<file path="src/rtl/regfile_wb_arbiter_if.sv">
// Write-back bus between the two write-back requesters and the register-file
// write arbiter, including the registered register-file write port.
//
// Handshake: a requester raises valid with stable dest/val and holds them until
// it sees ready in the same cycle; a transfer happens on the rising edge where
// valid and ready are both high. ready is never high without the matching valid.
interface regfile_wb_arbiter_if #(
  parameter int DATA_W = 16,
  parameter int ADDR_W = 5
);
  logic              i_wb0_valid;
  logic [ADDR_W-1:0] i_wb0_dest;
  logic [DATA_W-1:0] i_wb0_val;
  logic              o_wb0_ready;
  logic              i_wb1_valid;
  logic [ADDR_W-1:0] i_wb1_dest;
  logic [DATA_W-1:0] i_wb1_val;
  logic              o_wb1_ready;
  logic              o_write_enable;
  logic [ADDR_W-1:0] o_dest;
  logic [DATA_W-1:0] o_input_val;
  logic              o_clearing;
  logic              o_dbg_state;   // 0: CLEAR, 1: RUN

  // Arbiter side
  modport slave (
    input  i_wb0_valid, i_wb0_dest, i_wb0_val,
    input  i_wb1_valid, i_wb1_dest, i_wb1_val,
    output o_wb0_ready, o_wb1_ready,
    output o_write_enable, o_dest, o_input_val, o_clearing, o_dbg_state
  );

  // Requester / register-file side
  modport master (
    output i_wb0_valid, i_wb0_dest, i_wb0_val,
    output i_wb1_valid, i_wb1_dest, i_wb1_val,
    input  o_wb0_ready, o_wb1_ready,
    input  o_write_enable, o_dest, o_input_val, o_clearing, o_dbg_state
  );
endinterface

</file>
<file path="src/rtl/regfile_wb_arbiter.sv">
// Owner of the register-file write port. After reset it walks every register
// writing zero, then round-robins the ALU (0) and load (1) write-back paths
// onto the port with a one-cycle registered write.
module regfile_wb_arbiter #(
  parameter int DATA_W   = 16,
  parameter int ADDR_W   = 5,
  parameter int ZERO_REG = 1
) (
  input  logic                  i_clk,
  input  logic                  i_rst,
  regfile_wb_arbiter_if.slave   wb
);

  typedef enum logic {S_CLEAR = 1'b0, S_RUN = 1'b1} state_t;

  state_t            state_q, state_d;
  logic [ADDR_W-1:0] clr_cnt_q;
  logic              favour_q;
  logic              rdy0, rdy1, grant, drop;
  logic [ADDR_W-1:0] win_dest;
  logic [DATA_W-1:0] win_val;
  logic              we_q;
  logic [ADDR_W-1:0] dest_q;
  logic [DATA_W-1:0] val_q;

  // Next state and grant decision; favour only breaks ties
  always_comb begin
    state_d  = state_q;
    rdy0     = 1'b0;
    rdy1     = 1'b0;
    case (state_q)
      S_CLEAR: begin
        if (clr_cnt_q == {ADDR_W{1'b1}}) state_d = S_RUN;
      end
      S_RUN: begin
        if (wb.i_wb0_valid && wb.i_wb1_valid) begin
          rdy0 = !favour_q;
          rdy1 = favour_q;
        end else begin
          rdy0 = wb.i_wb0_valid;
          rdy1 = wb.i_wb1_valid;
        end
      end
      default: state_d = S_CLEAR;
    endcase
    grant    = rdy0 | rdy1;
    win_dest = rdy1 ? wb.i_wb1_dest : wb.i_wb0_dest;
    win_val  = rdy1 ? wb.i_wb1_val  : wb.i_wb0_val;
    // Writes to R0 complete the handshake but never reach the register file
    drop     = (ZERO_REG != 0) && (win_dest == '0);
  end

  // State register, clear counter, favour pointer and registered write port
  always_ff @(posedge i_clk or posedge i_rst) begin
    if (i_rst) begin
      state_q   <= S_CLEAR;
      clr_cnt_q <= '0;
      favour_q  <= 1'b0;
      we_q      <= 1'b0;
      dest_q    <= '0;
      val_q     <= '0;
    end else begin
      state_q <= state_d;
      if (state_q == S_CLEAR) begin
        we_q      <= 1'b1;
        dest_q    <= clr_cnt_q;
        val_q     <= '0;
        clr_cnt_q <= clr_cnt_q + 1'b1;
      end else if (grant) begin
        we_q     <= !drop;
        // A dropped R0 write leaves the port's index/data untouched
        if (!drop) begin
          dest_q <= win_dest;
          val_q  <= win_val;
        end
        // Hand priority to whoever did not win this transfer
        favour_q <= rdy0;
      end else begin
        we_q <= 1'b0;
      end
    end
  end

  assign wb.o_wb0_ready    = rdy0;
  assign wb.o_wb1_ready    = rdy1;
  assign wb.o_write_enable = we_q;
  assign wb.o_dest         = dest_q;
  assign wb.o_input_val    = val_q;
  assign wb.o_clearing     = (state_q == S_CLEAR);
  assign wb.o_dbg_state    = state_q;

endmodule

</file>
<file path="src/flat_wrapper.sv">
// flat-port wrapper written by rule: the top's interface ports become plain ports
module regfile_wb_arbiter_flat 
#(
  parameter int DATA_W   = 16,
  parameter int ADDR_W   = 5,
  parameter int ZERO_REG = 1
)
  (i_clk, i_rst, wb_i_wb0_valid, wb_i_wb0_dest, wb_i_wb0_val, wb_i_wb1_valid, wb_i_wb1_dest, wb_i_wb1_val, wb_o_wb0_ready, wb_o_wb1_ready, wb_o_write_enable, wb_o_dest, wb_o_input_val, wb_o_clearing, wb_o_dbg_state);
  regfile_wb_arbiter_if #(.DATA_W(DATA_W), .ADDR_W(ADDR_W)) wb_i ();
  input  logic i_clk;
  input  logic i_rst;
  input wire logic [$bits(wb_i.i_wb0_valid)-1:0] wb_i_wb0_valid;
  input wire logic [$bits(wb_i.i_wb0_dest)-1:0] wb_i_wb0_dest;
  input wire logic [$bits(wb_i.i_wb0_val)-1:0] wb_i_wb0_val;
  input wire logic [$bits(wb_i.i_wb1_valid)-1:0] wb_i_wb1_valid;
  input wire logic [$bits(wb_i.i_wb1_dest)-1:0] wb_i_wb1_dest;
  input wire logic [$bits(wb_i.i_wb1_val)-1:0] wb_i_wb1_val;
  output wire logic [$bits(wb_i.o_wb0_ready)-1:0] wb_o_wb0_ready;
  output wire logic [$bits(wb_i.o_wb1_ready)-1:0] wb_o_wb1_ready;
  output wire logic [$bits(wb_i.o_write_enable)-1:0] wb_o_write_enable;
  output wire logic [$bits(wb_i.o_dest)-1:0] wb_o_dest;
  output wire logic [$bits(wb_i.o_input_val)-1:0] wb_o_input_val;
  output wire logic [$bits(wb_i.o_clearing)-1:0] wb_o_clearing;
  output wire logic [$bits(wb_i.o_dbg_state)-1:0] wb_o_dbg_state;
  assign wb_i.i_wb0_valid = wb_i_wb0_valid;
  assign wb_i.i_wb0_dest = wb_i_wb0_dest;
  assign wb_i.i_wb0_val = wb_i_wb0_val;
  assign wb_i.i_wb1_valid = wb_i_wb1_valid;
  assign wb_i.i_wb1_dest = wb_i_wb1_dest;
  assign wb_i.i_wb1_val = wb_i_wb1_val;
  assign wb_o_wb0_ready = wb_i.o_wb0_ready;
  assign wb_o_wb1_ready = wb_i.o_wb1_ready;
  assign wb_o_write_enable = wb_i.o_write_enable;
  assign wb_o_dest = wb_i.o_dest;
  assign wb_o_input_val = wb_i.o_input_val;
  assign wb_o_clearing = wb_i.o_clearing;
  assign wb_o_dbg_state = wb_i.o_dbg_state;
  regfile_wb_arbiter #(.DATA_W(DATA_W), .ADDR_W(ADDR_W), .ZERO_REG(ZERO_REG)) u_core (.i_clk(i_clk), .i_rst(i_rst), .wb(wb_i));
endmodule
</file>
<file path="config.mk">
export PLATFORM = sky130hd
export DESIGN_NAME = regfile_wb_arbiter_flat
export DESIGN_NICKNAME = d
export VERILOG_FILES = /design/src/rtl/regfile_wb_arbiter_if.sv /design/src/rtl/regfile_wb_arbiter.sv /design/src/flat_wrapper.sv
export SDC_FILE = /design/constraint.sdc
export NUM_CORES = 1
export LEC_CHECK = 0
export BUFFER_PORTS_ARGS = -buffer_cell sky130_fd_sc_hd__clkbuf_2
export CORE_UTILIZATION = 45
export DETAILED_ROUTE_END_ITERATION = 10
export HOLD_SLACK_MARGIN = 0.05
export PLACE_DENSITY = 0.77
export SKIP_CTS_REPAIR_TIMING = 1
export SLEW_MARGIN = 20
export SYNTH_ARGS = -nofsm -noshare
export SYNTH_HDL_FRONTEND = slang
export SYNTH_SLANG_ARGS = --single-unit
</file>
<file path="constraint.sdc">
create_clock -name i_clk -period 2.7 [get_ports i_clk]
set_clock_uncertainty 0.15 [all_clocks]
set_input_delay 0 -clock i_clk [delete_from_list [all_inputs] [get_ports i_clk]]
set_output_delay 0 -clock i_clk [all_outputs]
set_load 0.03 [all_outputs]
</file>
==> run_results.csv, run 1 <==
group,metric,value,unit
run_status,status,"complete, but fails checks",
run_status,violations,"hold timing",
global_route,first_global_vias,1499,
worst_setup_path,rrSetupSlack,250,ps
cells_and_area,final_common_cell,"clkbuf_2",
clock_network,clk_path_buf_depth,2,
yosys,synth.top_cell.area_share,0.442,
yosys,avgSynthCellArea,10.6,sq um
worst_setup_path,cp-end-kind,"flop",
yosys,synth_flop_cell,"dfrtp_1",
global_route,grt_pass1_wl,6740,um
worst_setup_path,crit_fanout,10,
placement,placedCellCount,265,
placement,dp_hpwl,3020,um
yosys,synth-edff-count,0,
cells_and_area,nFillCells,271,
cells_and_area,final_cell_count_no_fill,314,
cells_and_area,antenna_cells,0,
yosys,synth_top_area_cell,"dfrtp_1",
yosys,yosysWarnings,0,
global_route,grt_max_degree,30,
floorplanning,die_area,0.00389,sq mm
worst_setup_path,cp-start-kind,"flop",
floorplanning,core.rowCount,21,
yosys,syn_area,0.00164,sq mm
worst_setup_path,required,2770,ps
clock_network,cts_tree,"done",
sta,rsz0062_at_grt,"false",
floorplanning,ios,72,
yosys,synthArstFlopShare,1.00,
worst_setup_path,crit_type,"reg -> reg",
floorplanning,die_w,62.4,um
drt,drt-initial-drc-count,168,
sta,tns,0,ps
drt,viasPerCell,5.58,
global_route,track_usage,0.224,
power_and_ir_drop,peakVddDrop,0.000261,V
drt,vias,1751,
worst_setup_path,r2r-start,"u_core.wb.o_dbg_state$_DFF_PP0_",
yosys,synth.net_count,203,
sta,fmax,0.408,GHz
sta,whs,-0.622,ps
floorplanning,start_util,0.481,
global_route,antenna_found_initial,0,
cells_and_area,drive_gt1_frac,0.336,
worst_setup_path,timing.rr.end,"u_core.wb.o_dest[4]$_DFFE_PP0P_",
cells_and_area,final_cell_mix,"71 x clkbuf_2, 41 x dlygate4sd3_1, 29 x dfrtp_1",
drt,drc,0,
global_route,grt_overflow,0,
floorplanning,core_area,0.00342,sq mm
clock_network,htree_levels,2,
yosys,synthTopCellsByArea,"dfrtp_1 44%, mux2i_1 11%, a211oi_1 7.3%, a31oi_1 6.9%, buf_6 2.1%",
worst_setup_path,ff2ff_path_depth,6,
worst_setup_path,arrival,2520,ps
sta,maxSlewViolCount,0,
sta,min_period,2450,ps
clock_network,cts_root_buf,"clkbuf_4",
sta,slew_headroom,0.542,
placement,portBuffers,71,
clock_network,insertion_delay,320,ps
yosys,seq_area_frac_synth,0.442,
sta,finalHoldViolations,1,
clock_network,path_clk_slew,90,ps
sta,finalCritPeriodShare,0.907,
power_and_ir_drop,power_density,500,mW/mm^2
power_and_ir_drop,p_leak,1.17,nW
yosys,synthCells,155,
worst_setup_path,crit_start,"u_core.wb.o_dbg_state$_DFF_PP0_",
yosys,ys_ff_latch,29,
hold_path,min_path_cells,3,
worst_setup_path,cp-endpoint,"u_core.wb.o_dest[4]$_DFFE_PP0P_",
clock_network,cts.sinks,29,
sta,setup_viol,0,
yosys,yosysUniqueCellTypes,39,
drt,wl_per_cell,15.3,um
hold_path,hp-class,"in -> reg",
drt,drtAntennaViolNets,0,
cells_and_area,nNetsFinal,315,
drt,wirelength,4810,um
drt,drt_first_pass_iters,4,
floorplanning,die_h,62.4,um
sta,worstMarginPinSlew,686,ps
placement,place.gp.congestion,0.888,
cells_and_area,area_growth,53.0,%
cells_and_area,final_util,0.736,
clock_network,numCtsBuffers,5,
job,maxCapViolCount,0,
-- critical path, cell delays in order (launching register included) --
cell and delay, ps:
dfrtp_1 510, buf_4 230, nand2_1 150, nor2_1 320, mux2i_1 130, dlygate4sd3_1 580, o311ai_0 270
-- synth_stat cells (2+ instances only) --
cell and instances:
o2111ai_1 2, a22oi_1 3, mux2_2 2, o31ai_1 3, xnor2_1 3, a211oi_1 16
inv_1 3, nor2_1 7, dfrtp_1 29, nand2_1 5, a21oi_1 2, clkbuf_1 5
ha_1 2, buf_6 3, a31oi_1 18, nand4_1 2, or4_1 4, o311ai_0 2
mux2i_1 18, nor3_1 4, buf_2 3, o21ai_0 2
-- flip-flops by register name, summed over array words and instances, names as in the netlist --
register and cells:
u_core.wb.o_dbg_state 1, u_core.favour_q 1, u_core.wb.o_write_enable 1, u_core.wb.o_dest 5, u_core.clr_cnt_q 5, u_core.wb.o_input_val 16
-- layout make-up --
class	count	area, sq um	area share
clock buffer	7	55.1	0.0219
tap	46	57.6	0.0229
multi-input combinational	111	830	0.330
inverter	3	11.3	0.00448
sequential	29	726	0.289
clock inverter	1	30.0	0.0120
timing repair buffer	117	803	0.320
-- routing by layer --
| metal | global-route usage | vias up | routed length [um] |
|---|---|---|---|
| met4 | 0.0814 | 0 | 63 |
| li1 | - | 833 | - |
| met2 | 0.357 | 62 | 2530 |
| met3 | 0.0639 | 7 | 252 |
| met1 | 0.288 | 849 | 1970 |
| met5 | 0 | - | 0 |
-- worst min path at each step --
stage | start | end | slack [ps]
finish | wb_i_wb0_dest[3] | u_core.wb.o_dest[3]$_DFFE_PP0P_ | -0.6
global route | wb_i_wb0_dest[3] | u_core.wb.o_dest[3]$_DFFE_PP0P_ | 60
CTS | i_rst | u_core.wb.o_input_val[6]$_DFFE_PP0P_ | -220
detailed placement | i_rst | u_core.wb.o_input_val[15]$_DFFE_PP0P_ | 130
global placement | i_rst | u_core.wb.o_input_val[15]$_DFFE_PP0P_ | 140
floorplan | i_rst | u_core.clr_cnt_q[0]$_DFFE_PP0N_ | -70
-- power by group --
group	leakage [nW]	total [mW]	switching (mW)	internal [mW]
Sequential	0.338	0.506	0.0273	0.479
Clock	0.0455	0.368	0.147	0.221
Combinational	0.784	0.381	0.218	0.163
Total	1.17	1.26	0.392	0.863
-- stage by stage --
step                setup slack, ps  power, mW  hold WS, ps  instance area [sq um]
floorplan                       583      0.720        -71.9                   1640
global placement                559      0.824          137                   2020
detailed placement              445      0.828          133                   2020
CTS                             410       1.19         -224                   2100
global route                   39.0       1.31         60.5                   2510
finish                          251       1.26       -0.622                   2510
-- logic make-up after synthesis --
family,Yosys count,share of synthesized area
flip-flops,29,0.442
AO/OA/AOI/OAI,55,0.250
buffers and inverters,15,0.0526
XOR/XNOR,3,0.0160
adder cells (fa/ha/maj),2,0.0152
multiplexers,20,0.123
AND/OR/NAND/NOR,31,0.101
Power figures use the tool's default switching activity.
==> run 2: changes to the inputs <==
--- a/config.mk
+++ b/config.mk
@@ -6,10 +6,10 @@
 export NUM_CORES = 1
 export LEC_CHECK = 0
 export BUFFER_PORTS_ARGS = -buffer_cell sky130_fd_sc_hd__clkbuf_2
-export CORE_UTILIZATION = 45
+export CORE_UTILIZATION = 30
+export CTS_CLUSTER_SIZE = 24
 export DETAILED_ROUTE_END_ITERATION = 10
 export HOLD_SLACK_MARGIN = 0.05
-export PLACE_DENSITY = 0.77
 export SKIP_CTS_REPAIR_TIMING = 1
 export SLEW_MARGIN = 20
 export SYNTH_ARGS = -nofsm -noshare
==> constraint.sdc (replaced) <==
create_clock -name i_clk -period 2.1 [get_ports i_clk]
set_clock_uncertainty 0.15 [all_clocks]
set_input_delay 0 -clock i_clk [delete_from_list [all_inputs] [get_ports i_clk]]
set_output_delay 0 -clock i_clk [all_outputs]
set_load 0.03 [all_outputs]
==> run_results.csv, run 2 (synthesis gave the netlist of run 1 again) <==
group,metric,value,unit
sta,fmax,0.513,GHz
power_and_ir_drop,power_density,612,mW/mm^2
sta,maxSlewViolCount,0,
drt,wirelength,5080,um
cells_and_area,nNetsFinal,322,
power_and_ir_drop,power,1.60,mW
sta,worstMarginPinSlew,721,ps
sta,finalHoldViolations,0,
global_route,grtUsageMet1,0.212,
floorplanning,die_w,76.0,um
floorplanning,start_util,0.317,
drt,vias,1773,
placement,portBuffers,71,
worst_setup_path,cp-start-kind,"flop",
global_route,grt_pass1_wl,7530,um
global_route,use_met3,0.0443,
clock_network,cts_tree,"done",
floorplanning,die_h,76.0,um
sta,rsz0062_at_grt,"false",
worst_setup_path,r2r-start,"u_core.wb.o_dbg_state$_DFF_PP0_",
clock_network,cts.sinks,29,
clock_network,path_clk_slew,70,ps
cells_and_area,nFillCells,457,
global_route,antenna_found_initial,0,
worst_setup_path,required,2080,ps
cells_and_area,antenna_cells,0,
power_and_ir_drop,peakVddDrop,0.000217,V
clock_network,htree_levels,2,
floorplanning,ios,72,
placement,place.gp.congestion,0.893,
power_and_ir_drop,clkPwrFrac,0.290,
cells_and_area,multi_input_area,830,sq um
global_route,track_usage,0.164,
cells_and_area,area_growth,58.9,%
drt,drt_first_pass_iters,4,
hold_path,hp-class,"in -> reg",
clock_network,insertion_delay,280,ps
cells_and_area,seq_area,726,sq um
placement,dp_hpwl,3340,um
power_and_ir_drop,power.share.combinational,0.300,
cells_and_area,drive_gt1_frac,0.353,
cells_and_area,final_cell_mix,"71 x clkbuf_2, 41 x dlygate4sd3_1, 29 x dfrtp_1",
hold_path,worstHoldStart,"wb_i_wb0_dest[0]",
sta,finalCritPeriodShare,0.928,
sta,slew_headroom,0.520,
floorplanning,die_area,0.00577,sq mm
global_route,grt_use_met2,0.257,
global_route,grt_overflow,0,
floorplanning,core_area,0.00517,sq mm
global_route,first_global_vias,1575,
sta,setup_viol,0,
drt,drt-initial-drc-count,109,
worst_setup_path,crit_type,"reg -> reg",
floorplanning,core.rowCount,26,
job,maxCapViolCount,0,
global_route,grt_max_degree,30,
power_and_ir_drop,seqPwrFrac,0.409,
drt,viasPerCell,5.14,
sta,min_period,1950,ps
worst_setup_path,cp-end-kind,"flop",
drt,drc,0,
clock_network,cts_root_buf,"clkbuf_8",
cells_and_area,final_util,0.504,
worst_setup_path,crit_fanout,10,
drt,drtAntennaViolNets,0,
sta,tns,0,ps
clock_network,clk_path_buf_depth,2,
drt,wl_per_cell,14.7,um
power_and_ir_drop,power.internal,1.05,mW
clock_network,numCtsBuffers,5,
cells_and_area,largest_reg_flops,16,
worst_setup_path,arrival,1930,ps
cells_and_area,final_common_cell,"clkbuf_2",
power_and_ir_drop,p_leak,1.21,nW
worst_setup_path,crit_start,"u_core.wb.o_dbg_state$_DFF_PP0_",
power_and_ir_drop,swShare,0.343,
run_status,status,"finished, final reports clean",
power_and_ir_drop,p_switching,0.548,mW
global_route,busiest_layer,"met2",
==> run 2: cell types whose count changed in the layout (fill, tap and decap cells not counted) <==
cell,change
buf_12,+1
buf_4,+6
bufinv_16,-1
clkbuf_1,-1
clkbuf_4,-5
clkbuf_8,+4
clkinv_2,+2
clkinvlp_4,+1
inv_1,+1
inv_2,-1
==> run 2: layout make-up <==
class | instances | share of cell area
Tap cell | 70 | 0.0336
Inverter | 3 | 0.00432
Sequential cell | 29 | 0.278
Clock inverter | 3 | 0.00671
Multi-Input combinational cell | 111 | 0.318
Timing Repair Buffer | 124 | 0.333
Clock buffer | 5 | 0.0264
==> run 2: worst max-delay path: stages (launching register included) <==
cell and delay, ps:
dfrtp_1 470, and2_0 290, a2111o_1 440, buf_4 190
a31oi_1 180, a211oi_1 70
==> run 2: routing by layer <==
metal,share of wire,wire length [um],up-vias
met5,0,0,-
met4,0.018,94,0
met3,0.049,247,10
met2,0.50,2520,73
met1,0.44,2220,847
li1,-,-,843
==> run 2: power groups by stage <==
stage               clock network, mW  registers [mW]  logic (mW)
detailed placement                  0           0.662       0.424
global route                    0.495           0.660       0.518
global placement                    0           0.664       0.418
finish                          0.463           0.654       0.480
floorplan                           0           0.771       0.154
CTS                             0.468           0.653       0.423
==> run 2: through the flow <==
| step | area, sq um | hold slack (ps) | instances | worst slack [ps] |
|---|---|---|---|---|
| after global routing | 2610 | 54.9 | 345 | 28.8 |
| final | 2610 | 19.6 | 345 | 151 |
| after floorplan | 1640 | -71.9 | 155 | 29.7 |
| after global placement | 2110 | -72.4 | 296 | 193 |
| after CTS | 2200 | -371 | 304 | 166 |
| after detailed placement | 2110 | -67.7 | 296 | 187 |
==> run 2: worst paths after layout <==
| path | end | slack [ps] | cells past startpoint |
|---|---|---|---|
| setup / recovery | u_core.wb.o_input_val[4]$_DFFE_PP0P_ | 150 | 5 |
| hold / removal | u_core.wb.o_dest[0]$_DFFE_PP0P_ | 20 | 3 |
| setup reg to reg | u_core.wb.o_input_val[4]$_DFFE_PP0P_ | 150 | 5 |
| hold reg to reg | u_core.clr_cnt_q[3]$_DFFE_PP0N_ | 340 | 1 |
| max in group asynchronous | u_core.wb.o_dest[0]$_DFFE_PP0P_ | 1360 | 4 |
| min in group asynchronous | u_core.favour_q$_DFFE_PP0P_ | 160 | 4 |
